[src/rtl/fetch_seq.sv]
// fetch_seq: instruction-fetch sequencer.
// Owns the fetch PC and keeps at most one instruction-memory request in flight.
// Each fetched word is offered to decode through a valid/ready handshake.
// Control-flow redirects take effect as soon as the memory protocol allows.
// A fetch already issued to memory is never withdrawn; its response is
// discarded instead.
//
// Ports:
//   clk, rst        clock; synchronous active-high reset
//   redirect        one-cycle control-flow change pulse
//   redirect_addr   new fetch target (low two bits ignored)
//   imem_req        fetch request, held until imem_ack
//   imem_addr       fetch address, stable while imem_req is high
//   imem_ack        one-cycle response strobe; imem_rdata valid with it
//   imem_rdata      instruction word from memory
//   instr_valid     live instruction on instr_data/instr_pc (masked by redirect)
//   instr_ready     decode accepts the instruction
//   instr_data      fetched instruction word
//   instr_pc        address instr_data was fetched from
module fetch_seq #(
  parameter int unsigned    N          = 32,
  parameter logic [N-1:0]   RESET_ADDR = '0
) (
  input  logic         clk,
  input  logic         rst,
  input  logic         redirect,
  input  logic [N-1:0] redirect_addr,
  output logic         imem_req,
  output logic [N-1:0] imem_addr,
  input  logic         imem_ack,
  input  logic [N-1:0] imem_rdata,
  output logic         instr_valid,
  input  logic         instr_ready,
  output logic [N-1:0] instr_data,
  output logic [N-1:0] instr_pc
);

  localparam logic [N-1:0] NOP_INSTR = N'(32'h0000_0013);
  localparam logic [N-1:0] PC_STEP   = N'(4);

  typedef enum logic [1:0] {
    S_IDLE  = 2'd0,
    S_FETCH = 2'd1,
    S_HOLD  = 2'd2
  } state_e;

  state_e       state_q, state_d;
  logic [N-1:0] pc_q, pc_d;
  logic [N-1:0] tgt_q, tgt_d;
  logic         kill_q, kill_d;
  logic [N-1:0] idata_q, idata_d;
  logic [N-1:0] ipc_q, ipc_d;
  logic         req_q, req_d;
  logic         hold_q, hold_d;

  logic [N-1:0] redir_tgt_c;
  logic         unused_c;

  // Redirect targets are word aligned; the low address bits are dropped.
  assign redir_tgt_c = {redirect_addr[N-1:2], 2'b00};
  assign unused_c    = ^redirect_addr[1:0];

  // Next-state and datapath update.
  always_comb begin
    state_d = state_q;
    pc_d    = pc_q;
    tgt_d   = tgt_q;
    kill_d  = kill_q;
    idata_d = idata_q;
    ipc_d   = ipc_q;

    case (state_q)
      S_IDLE: begin
        // Memory responses are meaningless here; only a redirect is honoured.
        if (redirect) begin
          pc_d = redir_tgt_c;
        end
        state_d = S_FETCH;
      end

      S_FETCH: begin
        if (imem_ack) begin
          if (kill_q || redirect) begin
            // Stale response: drop it and reissue at the newest target.
            pc_d   = redirect ? redir_tgt_c : tgt_q;
            kill_d = 1'b0;
          end else begin
            idata_d = imem_rdata;
            ipc_d   = pc_q;
            pc_d    = pc_q + PC_STEP;
            state_d = S_HOLD;
          end
        end else if (redirect) begin
          // Request cannot be withdrawn: remember the target and poison it.
          kill_d = 1'b1;
          tgt_d  = redir_tgt_c;
        end
      end

      S_HOLD: begin
        if (redirect) begin
          pc_d    = redir_tgt_c;
          state_d = S_FETCH;
        end else if (instr_ready) begin
          state_d = S_FETCH;
        end
      end

      default: begin
        state_d = S_IDLE;
      end
    endcase

    // Output flags are registered copies of the next state decode.
    req_d  = (state_d == S_FETCH);
    hold_d = (state_d == S_HOLD);
  end

  // State register.
  always_ff @(posedge clk) begin
    if (rst) begin
      state_q <= S_IDLE;
      pc_q    <= RESET_ADDR;
      tgt_q   <= '0;
      kill_q  <= 1'b0;
      idata_q <= NOP_INSTR;
      ipc_q   <= RESET_ADDR;
      req_q   <= 1'b0;
      hold_q  <= 1'b0;
    end else begin
      state_q <= state_d;
      pc_q    <= pc_d;
      tgt_q   <= tgt_d;
      kill_q  <= kill_d;
      idata_q <= idata_d;
      ipc_q   <= ipc_d;
      req_q   <= req_d;
      hold_q  <= hold_d;
    end
  end

  assign imem_req    = req_q;
  assign imem_addr   = pc_q;
  // A same-cycle redirect squashes the held (younger) instruction.
  assign instr_valid = hold_q & ~redirect;
  assign instr_data  = idata_q;
  assign instr_pc    = ipc_q;

endmodule

[config.mk]
export PLATFORM = sky130hd
export DESIGN_NAME = fetch_seq
export DESIGN_NICKNAME = d
export VERILOG_FILES = /design/src/rtl/fetch_seq.sv
export SDC_FILE = /design/constraint.sdc
export NUM_CORES = 1
export LEC_CHECK = 0
export BUFFER_PORTS_ARGS = -buffer_cell sky130_fd_sc_hd__buf_2
export CORE_MARGIN = 2
export CORE_UTILIZATION = 40
export CTS_CLUSTER_DIAMETER = 100
export CTS_CLUSTER_SIZE = 16
export DETAILED_ROUTE_END_ITERATION = 6
export HOLD_SLACK_MARGIN = 0.08
export PLACE_DENSITY = 0.64
export SYNTH_ARGS = -nofsm -noshare
export SYNTH_HDL_FRONTEND = slang
export SYNTH_SLANG_ARGS = --single-unit
[constraint.sdc]
create_clock -name clk -period 2.1 [get_ports clk]
set_clock_uncertainty 0.05 [all_clocks]
set_input_delay 0.42 -clock clk [delete_from_list [all_inputs] [get_ports clk]]
set_output_delay 0.42 -clock clk [all_outputs]
set_load 0.01 [all_outputs]
== After elaboration in Yosys (flattened, before gate mapping) ==
Cells that the tools add are included.

* Add/sub/neg operators: 1
* Eq/ne operators: 7
* Mux-type cells: 13
* Bitwise logic cells: 4
* Reduce and logical (&&, ||, !) cells: 9

{| class="wikitable"
|+ Operator list
! kind !! count
|-
| $mux W32 || 4
|-
| $pmux W32 S2 || 1
|-
| $add A32 B3 Y32 const B || 1
|-
| $reduce_and A3 Y1 || 3
|-
| $mux W2 || 4
|-
| $pmux W2 S3 || 1
|-
| $eq A2 B1 Y1 const B || 2
|-
| $eq A2 B2 Y1 const B || 2
|-
| $ne A2 B1 Y1 const B || 2
|-
| $reduce_bool A2 Y1 || 2
|-
| $mux W1 || 3
|-
| $not A1 Y1 || 3
|-
| $logic_not A2 Y1 || 1
|-
| $ne A2 B2 Y1 const B || 1
|-
| $reduce_and A2 Y1 || 1
|-
| $reduce_or A2 Y1 || 1
|-
| $and A1 B1 Y1 || 1
|-
| $logic_or A1 B1 Y1 || 1
|}

* Register bits: 133
* Input bits: 69
* Output and inout port bits: 98
* Word-level logic and storage cells: 42

== Logic depth before layout (Yosys ltp) ==
Gate-level depths: netlist of the first run.

* Depth in word-level cells: 5
* Gate-level depth with buffers: 10
* Depth with buffers taken out: 6

== Worst setup path after synthesis of the first run ==
OpenSTA, ideal clock, no wires.

* Kind: reg2reg
* Start point: reg pc_q[2] (netlist: imem_addr[2])
* End point: reg pc_q[30] (netlist: imem_addr[30])
* Library setup time: 0.120 ns
* Data arrival time: 1.687 ns
* Required time: 1.930 ns
* Path slack: 0.243 ns
* Cell stages (with the launch flop): 7
* Buffers on the path: 0
* Period minus slack after synthesis: 1.857 ns
* Cells stage by stage: dfxtp_1 ha_1 nand4_1 nor2_2 nand3_1 and3_1 o31a_1

* Word-level cells in the longest chain between the ends: 4

{| class="wikitable"
|+ Ends and longest elaborated chain
! item !! RTL line !! source
|-
| start: declaration || 48 || <nowiki>logic [N-1:0] pc_q, pc_d;</nowiki>
|-
| start signal: assignment || 132 || <nowiki>pc_q <= pc_d;</nowiki>
|-
| $add A32 B3 Y32 || 90 || <nowiki>pc_d = pc_q + PC_STEP;</nowiki>
|-
| $mux W32 || 83 || <nowiki>if (kill_q || redirect) begin</nowiki>
|-
| $mux W32 || 82 || <nowiki>if (imem_ack) begin</nowiki>
|-
| $pmux W32 S2 || 72 || <nowiki>case (state_q)</nowiki>
|}

No other way between the ends. The select of a mux whose other input is x is not followed.
A chain may end at the register's enable or synchronous reset.

== Worst setup path after layout of the first run ==
* Start point: reg state_q[0]
* End point: reg pc_q[17] (netlist: imem_addr[17])

* Word-level cells in the longest chain between the ends: 4
* Elaborated cells between the ends (all ways): 9
* Those cells by class: eq/ne (4); mux (1); reduce/logical (4)

{| class="wikitable"
|+ Ends and longest elaborated chain
! item !! RTL line !! source
|-
| start: declaration || 47 || <nowiki>state_e state_q, state_d;</nowiki>
|-
| start signal: assignment || 131 || <nowiki>state_q <= state_d;</nowiki>
|-
| $eq A2 B2 Y1 or $logic_not A2 Y1 (tied branches) || 72 ||
|-
| $reduce_or A2 Y1 (no line) || -- ||
|-
| $ne A2 B1 Y1 (no line) or $reduce_bool A2 Y1 (tied branches) || -- ||
|-
| $reduce_and A3 Y1 (no line) || -- ||
|}

Parallel ways exist; a longest one is shown, timed or not.

==> impl_metrics.toml, run 1 <==
[logic_synthesis]
yosysTopAreaCellShare_pct = 44.4
synth_area_um2 = 6000
synth_cell_types = 64
synth_common_cells = "nand2_1 (226), a21oi_1 (139), dfxtp_1 (133)"
yosysTopAreaCell = "dfxtp_1"
synth-edff-count = 0
ys_warn_count = 0
ys_ff_latch = 133
async_flop_share_pct = 0
synth_cells = 780
synth_area_per_cell_um2 = 7.69
synthesis.nets = 850
yosysMostFrequentCell = "nand2_1"
synth_ff_type = "dfxtp_1"
synth_area_leaders = "dfxtp_1 (44%), nand2_1 (14%), a21oi_1 (12%), nand3_1 (2.3%), buf_6 (2.1%)"
yosysSeqAreaShare_pct = 44.4

[route]
viasPerCell = 5.37
wl_per_cell_um = 15.7
routed_wl_um = 18000
ant_nets = 0
drc = 0
drtPass1Iterations = 4
vias = 6161
first_iter_violations = 464

[clocking]
cts.sinks = 133
clk_latency_ns = 0.42
htree_num_levels = 4
hold_buffers = 0
clk_pin_slew_ns = 0.06
numCtsBuffers = 17
cts_tree = "built"
post-cts-setup-buffers = 0
clock_path_buffers = 2
cts_root_buf = "clkbuf_16"
ctsResizeCount = 0

[setup_path]
crit_cells = 6
end_kind = "flip-flop"
r2r-start = "state_q[0]$_SDFF_PP0_"
crit_top_cell = "buf_4"
crit_fanout = 24
cp_slowest_cell = "dfxtp_1"
cpPeakStageDelay_ns = 0.36
cp_data_arrival_time_ns = 2.18
cp_num_buf_inv = 2
required_ns = 2.35
startpoint_type = "flip-flop"
criticalPathCategory = "reg -> reg"
ff2ff_path_depth = 6
crit_chain = "buf_4, nor2b_1, a21o_1, buf_4, o21ai_0, a32o_1"
r2r-end = "imem_addr[17]$_SDFFE_PP0P_"
cpLargestDelayFamily = "compound AO/OA/AOI/OAI gates"
regToRegSetupSlack_ns = 0.17

[grt]
grt_max_degree = 51
grt_util_met2_pct = 33.7
grt-busiest-layer = "met2"
grt_pass1_wl_um = 28900
grt_pass1_vias = 5470
grt_usage_pct = 22.2
antenna_found_initial = 0
globalRouteOverflowTotal = 0
grtUsageMet3_pct = 5.15
grt_use_met1_pct = 31.8

[die]
ioPinCount = 167
core-area_um2 = 14600
die_h_um = 126
fp-row-count = 44
dieArea_um2 = 16000
die_width_um = 126
start_util_pct = 41.1

[sta]
fin_tns_setup_ns = 0
max_freq_mhz = 518
finalSetupViolCount = 0
relSlewSlack_pct = 57.2
final.period_utilization_pct = 91.9
drv_slew = 0
grt_setup_unrepaired = "false"
hold_viol = 0
min_period_ns = 1.93
worstMarginPinSlew_ns = 0.642

[power]
p_total_w = 0.00698
p_leak_nw = 3.28
irDropWorstVdd_v = 0.000517
p_per_area_nw_per_um2 = 886

[hold_path]
hold_path_class = "in -> reg"
hold-path-endpoint = "instr_data[0]$_SDFFE_PP1P_"
min-delay-start = "imem_rdata[0]"
hold_depth = 3

[cells_and_area]
layout.nets = 1020
num_antenna_cells = 0
regArea_um2 = 2660
syn_to_final_growth_pct = 31.4
multi_input_area_um2 = 2960
drive_gt1_share_pct = 28.1
filler_cell_count = 1458

[placed_design]
hpwlAfterDp_um = 12500
place.gp.congestion = 0.859
io_buffers = 164

[status]
status = "finished, final reports clean"

[run]
maxCapViolCount = 0
[power breakdown]
group          switching, W  leakage, nW  internal (W)
logic              0.000502         1.87      0.000334
registers         0.0000814         1.08       0.00263
clock network       0.00112        0.324       0.00232
[through the flow]
step / setup slack (ns) / cells / hold slack [ns] / cell area, um2 / util, %
CTS: 0.197 / 1147 / 0.156 / 7880 / 54.0
floorplan: 0.243 / 780 / 0.382 / 6000 / -
global route: 0.0617 / 1147 / 0.170 / 7880 / 54.0
finish: 0.170 / 1147 / 0.176 / 7880 / 54.0
detailed placement: 0.0904 / 1115 / 0.394 / 7190 / 49.3
global placement: 0.108 / 1115 / 0.387 / 7190 / 49.3
[placed cells by master (no fill, tap or decap), types with 3 or more instances in the layout]
cell        count
a211oi_1        4
a21o_1          5
a21oi_1       139
a31oi_1         6
and2_1          5
and3_1         10
and4_1          3
buf_12          7
buf_2         163
buf_4          49
bufinv_16       6
clkbuf_16      17
clkbuf_8        3
clkinvlp_4      4
dfxtp_1       133
nand2_1       226
nand3_1        28
nand4_1        13
nor2_1         24
nor2_2          3
nor2b_1         3
nor3_1          7
nor4_1          4
nor4b_1         5
o211ai_1        9
o21ai_0        20
o31ai_1         3
or3_1           5
[flip-flops by register name, summed over array words and instances, names as in the netlist]
| register | cells |
|---|---|
| state_q | 2 |
| kill_q | 1 |
| hold_q | 1 |
| instr_pc | 32 |
| instr_data | 32 |
| imem_req | 1 |
| imem_addr | 32 |
| tgt_q | 32 |
[how the worst max path moves through the flow]
stage / from / endpoint / slack (ns)
2_1_floorplan: imem_addr[2]$_SDFFE_PP0P_ / imem_addr[30]$_SDFFE_PP0P_ / 0.24
3_3_place_gp: redirect / imem_addr[24]$_SDFFE_PP0P_ / 0.11
3_5_place_dp: redirect / imem_addr[24]$_SDFFE_PP0P_ / 0.09
4_1_cts: imem_addr[3]$_SDFFE_PP0P_ / imem_addr[30]$_SDFFE_PP0P_ / 0.20
5_1_grt: imem_addr[2]$_SDFFE_PP0P_ / imem_addr[20]$_SDFFE_PP0P_ / 0.06
6_report: state_q[0]$_SDFF_PP0_ / imem_addr[17]$_SDFFE_PP0P_ / 0.17
[cell type report]
| cell class | count | share of cell area [%] |
|---|---|---|
| clock buffer | 20 | 5.92 |
| clock inverter | 12 | 2.84 |
| inverter | 3 | 0.143 |
| multi-input combinational | 576 | 37.6 |
| sequential | 133 | 33.8 |
| tap | 184 | 2.92 |
| timing repair buffer | 219 | 16.8 |
[per-layer routing]
metal	part of all wire, %	routed length (um)
met3	8.0	1440
met1	46	8310
met5	0	0
met4	1.1	201
met2	45	8080
[cells by family after synthesis]
family | count (synthesis) | synth area share (%)
AOI/OAI and AO/OA | 214 | 20.8
adders and majority gates | 1 | 0.209
buffers and inverters | 71 | 6.45
muxes | 4 | 0.709
DFF | 133 | 44.4
and+or+nand+nor | 357 | 27.5
[worst min-delay path: cells and delay by family]
kind,cells,cell delay (ns)
and+or+nand+nor,2,0.11
buffers and inverters,1,0.07
No activity file was read; power rests on OpenSTA's default activity.
==> inputs of run 2 (changes only) <==
--- a/config.mk
+++ b/config.mk
@@ -14,4 +14,5 @@
 export HOLD_SLACK_MARGIN = 0.08
 export PLACE_DENSITY = 0.64
+export REMOVE_ABC_BUFFERS = 1
 export SYNTH_ARGS = -nofsm -noshare
 export SYNTH_HDL_FRONTEND = slang
==> constraint.sdc (replaced) <==
create_clock -name clk -period 2.1 [get_ports clk]
set_clock_uncertainty 0.05 [all_clocks]
set_input_delay 0.21 -clock clk [delete_from_list [all_inputs] [get_ports clk]]
set_output_delay 0.21 -clock clk [all_outputs]
set_load 0.01 [all_outputs]
==> impl_metrics.toml, run 2 (synthesis gave the netlist of run 1 again) <==
[route]
ant_nets = 0
wl_per_cell_um = 15.3
routed_wl_um = 18300
viasPerCell = 5.24
first_iter_violations = 311
drc = 0
vias = 6288
drtPass1Iterations = 5

[sta]
min_period_ns = 1.99
layout_setup_ws_ns = 0.108
grt_setup_unrepaired = "false"
worstMarginPinSlew_ns = 0.683
max_freq_mhz = 502
finalSetupViolCount = 0
drv_slew = 0
final.period_utilization_pct = 94.8
relSlewSlack_pct = 54.5
hold_viol = 0

[clocking]
post-cts-setup-buffers = 0
htree_num_levels = 4
cts_tree = "built"
clk_pin_slew_ns = 0.06
clk_latency_ns = 0.42
numCtsBuffers = 17
cts_root_buf = "clkbuf_16"
cts.sinks = 133
clock_path_buffers = 2

[setup_path]
ff2ff_path_depth = 4
criticalPathCategory = "in -> reg"
cp_data_arrival_time_ns = 2.29
startpoint_type = "input port"
end_kind = "flip-flop"
crit_fanout = 13
required_ns = 2.40

[power]
irDropWorstVdd_v = 0.000563
p_per_area_nw_per_um2 = 777
p_leak_nw = 3.44

[grt]
antenna_found_initial = 0
grt_pass1_vias = 5987
grt_max_degree = 46
globalRouteOverflowTotal = 0
grt_pass1_wl_um = 30100
grt_usage_pct = 23.2

[cells_and_area]
stdcell_count = 1201
final_cell_mix = "nand2_1 (226), buf_2 (163), a21oi_1 (139)"
syn_to_final_growth_pct = 38.7
drive_gt1_share_pct = 25.5
layout.nets = 1074
postLayoutCellArea_um2 = 8320
mostFrequentLayoutCell = "nand2_1"
num_antenna_cells = 0

[placed_design]
place.gp.congestion = 0.849
dp.cells = 1105
hpwlAfterDp_um = 11800
place_area_um2 = 7100
dp_slack_ns = 0.148
io_buffers = 164

[status]
status = "finished, final reports clean"

[run]
maxCapViolCount = 0

[die]
die_width_um = 126
fp-row-count = 44
die_h_um = 126
start_util_pct = 41.1
ioPinCount = 167
core-area_um2 = 14600
dieArea_um2 = 16000

[hold_path]
hold_path_class = "in -> reg"
hold_depth = 2
run 2: repair_timing:
action / CTS / global route
hold endpoints to repair: 71 / 0
endpoints found under the setup margin: 0 / 4
gates resized for setup: 0 / 3
hold buffers: 64 / 0
run 2: final timing paths:
| check | from | endpoint | slack, ns |
|---|---|---|---|
| worst max register to register | state_q[0]$_SDFF_PP0_ | imem_addr[20]$_SDFFE_PP0P_ | 0.14 |
| worst min register to register | instr_data[23]$_SDFFE_PP0P_ | instr_data[23]$_SDFFE_PP0P_ | 0.40 |
| worst max-delay path | redirect | imem_addr[20]$_SDFFE_PP0P_ | 0.11 |
| worst min-delay path | rst | instr_pc[30]$_SDFFE_PP0P_ | 0.17 |
run 2: metal layers:
layer  up-vias  routed length, um  GRT usage, %
met4         0                223          7.11
met5         -                  0             0
met1      2932               8400          30.5
li1       3156                  -             -
met2       181               8820          38.7
met3        19                883          4.56
run 2: final cells by class:
class / count / area, um2
fill: 1399 / 6270
multi-input combinational: 576 / 2980
sequential: 133 / 2660
timing repair buffer: 273 / 1880
clock buffer: 22 / 454
tap: 184 / 230
clock inverter: 10 / 106
inverter: 3 / 11.3
run 2: power by group:
part / switching, W / internal, W / leakage, nW
Combinational: 0.000487 / 0.000393 / 2.09
Clock: 0.00110 / 0.00177 / 0.277
Sequential: 0.0000944 / 0.00263 / 1.08
Total: 0.00168 / 0.00479 / 3.44
run 2: through the flow:
stage | hold slack, ns | power (W) | utilization (%) | TNS, ns
global route | 0.173 | 0.00674 | 57.0 | 0
floorplan | 0.229 | 0.00312 | - | -122.05
global placement | 0.372 | 0.00355 | 48.7 | 0
detailed placement | 0.377 | 0.00356 | 48.7 | 0
CTS | 0.144 | 0.00653 | 56.9 | 0
finish | 0.166 | 0.00647 | 57.0 | 0
run 2: critical path, stage by stage:
cell           delay [ns]
dlygate4sd3_1        0.52
buf_2                0.19
nor3b_2              0.41
nand2_2              0.33
or3_1                0.45
a31oi_1              0.16
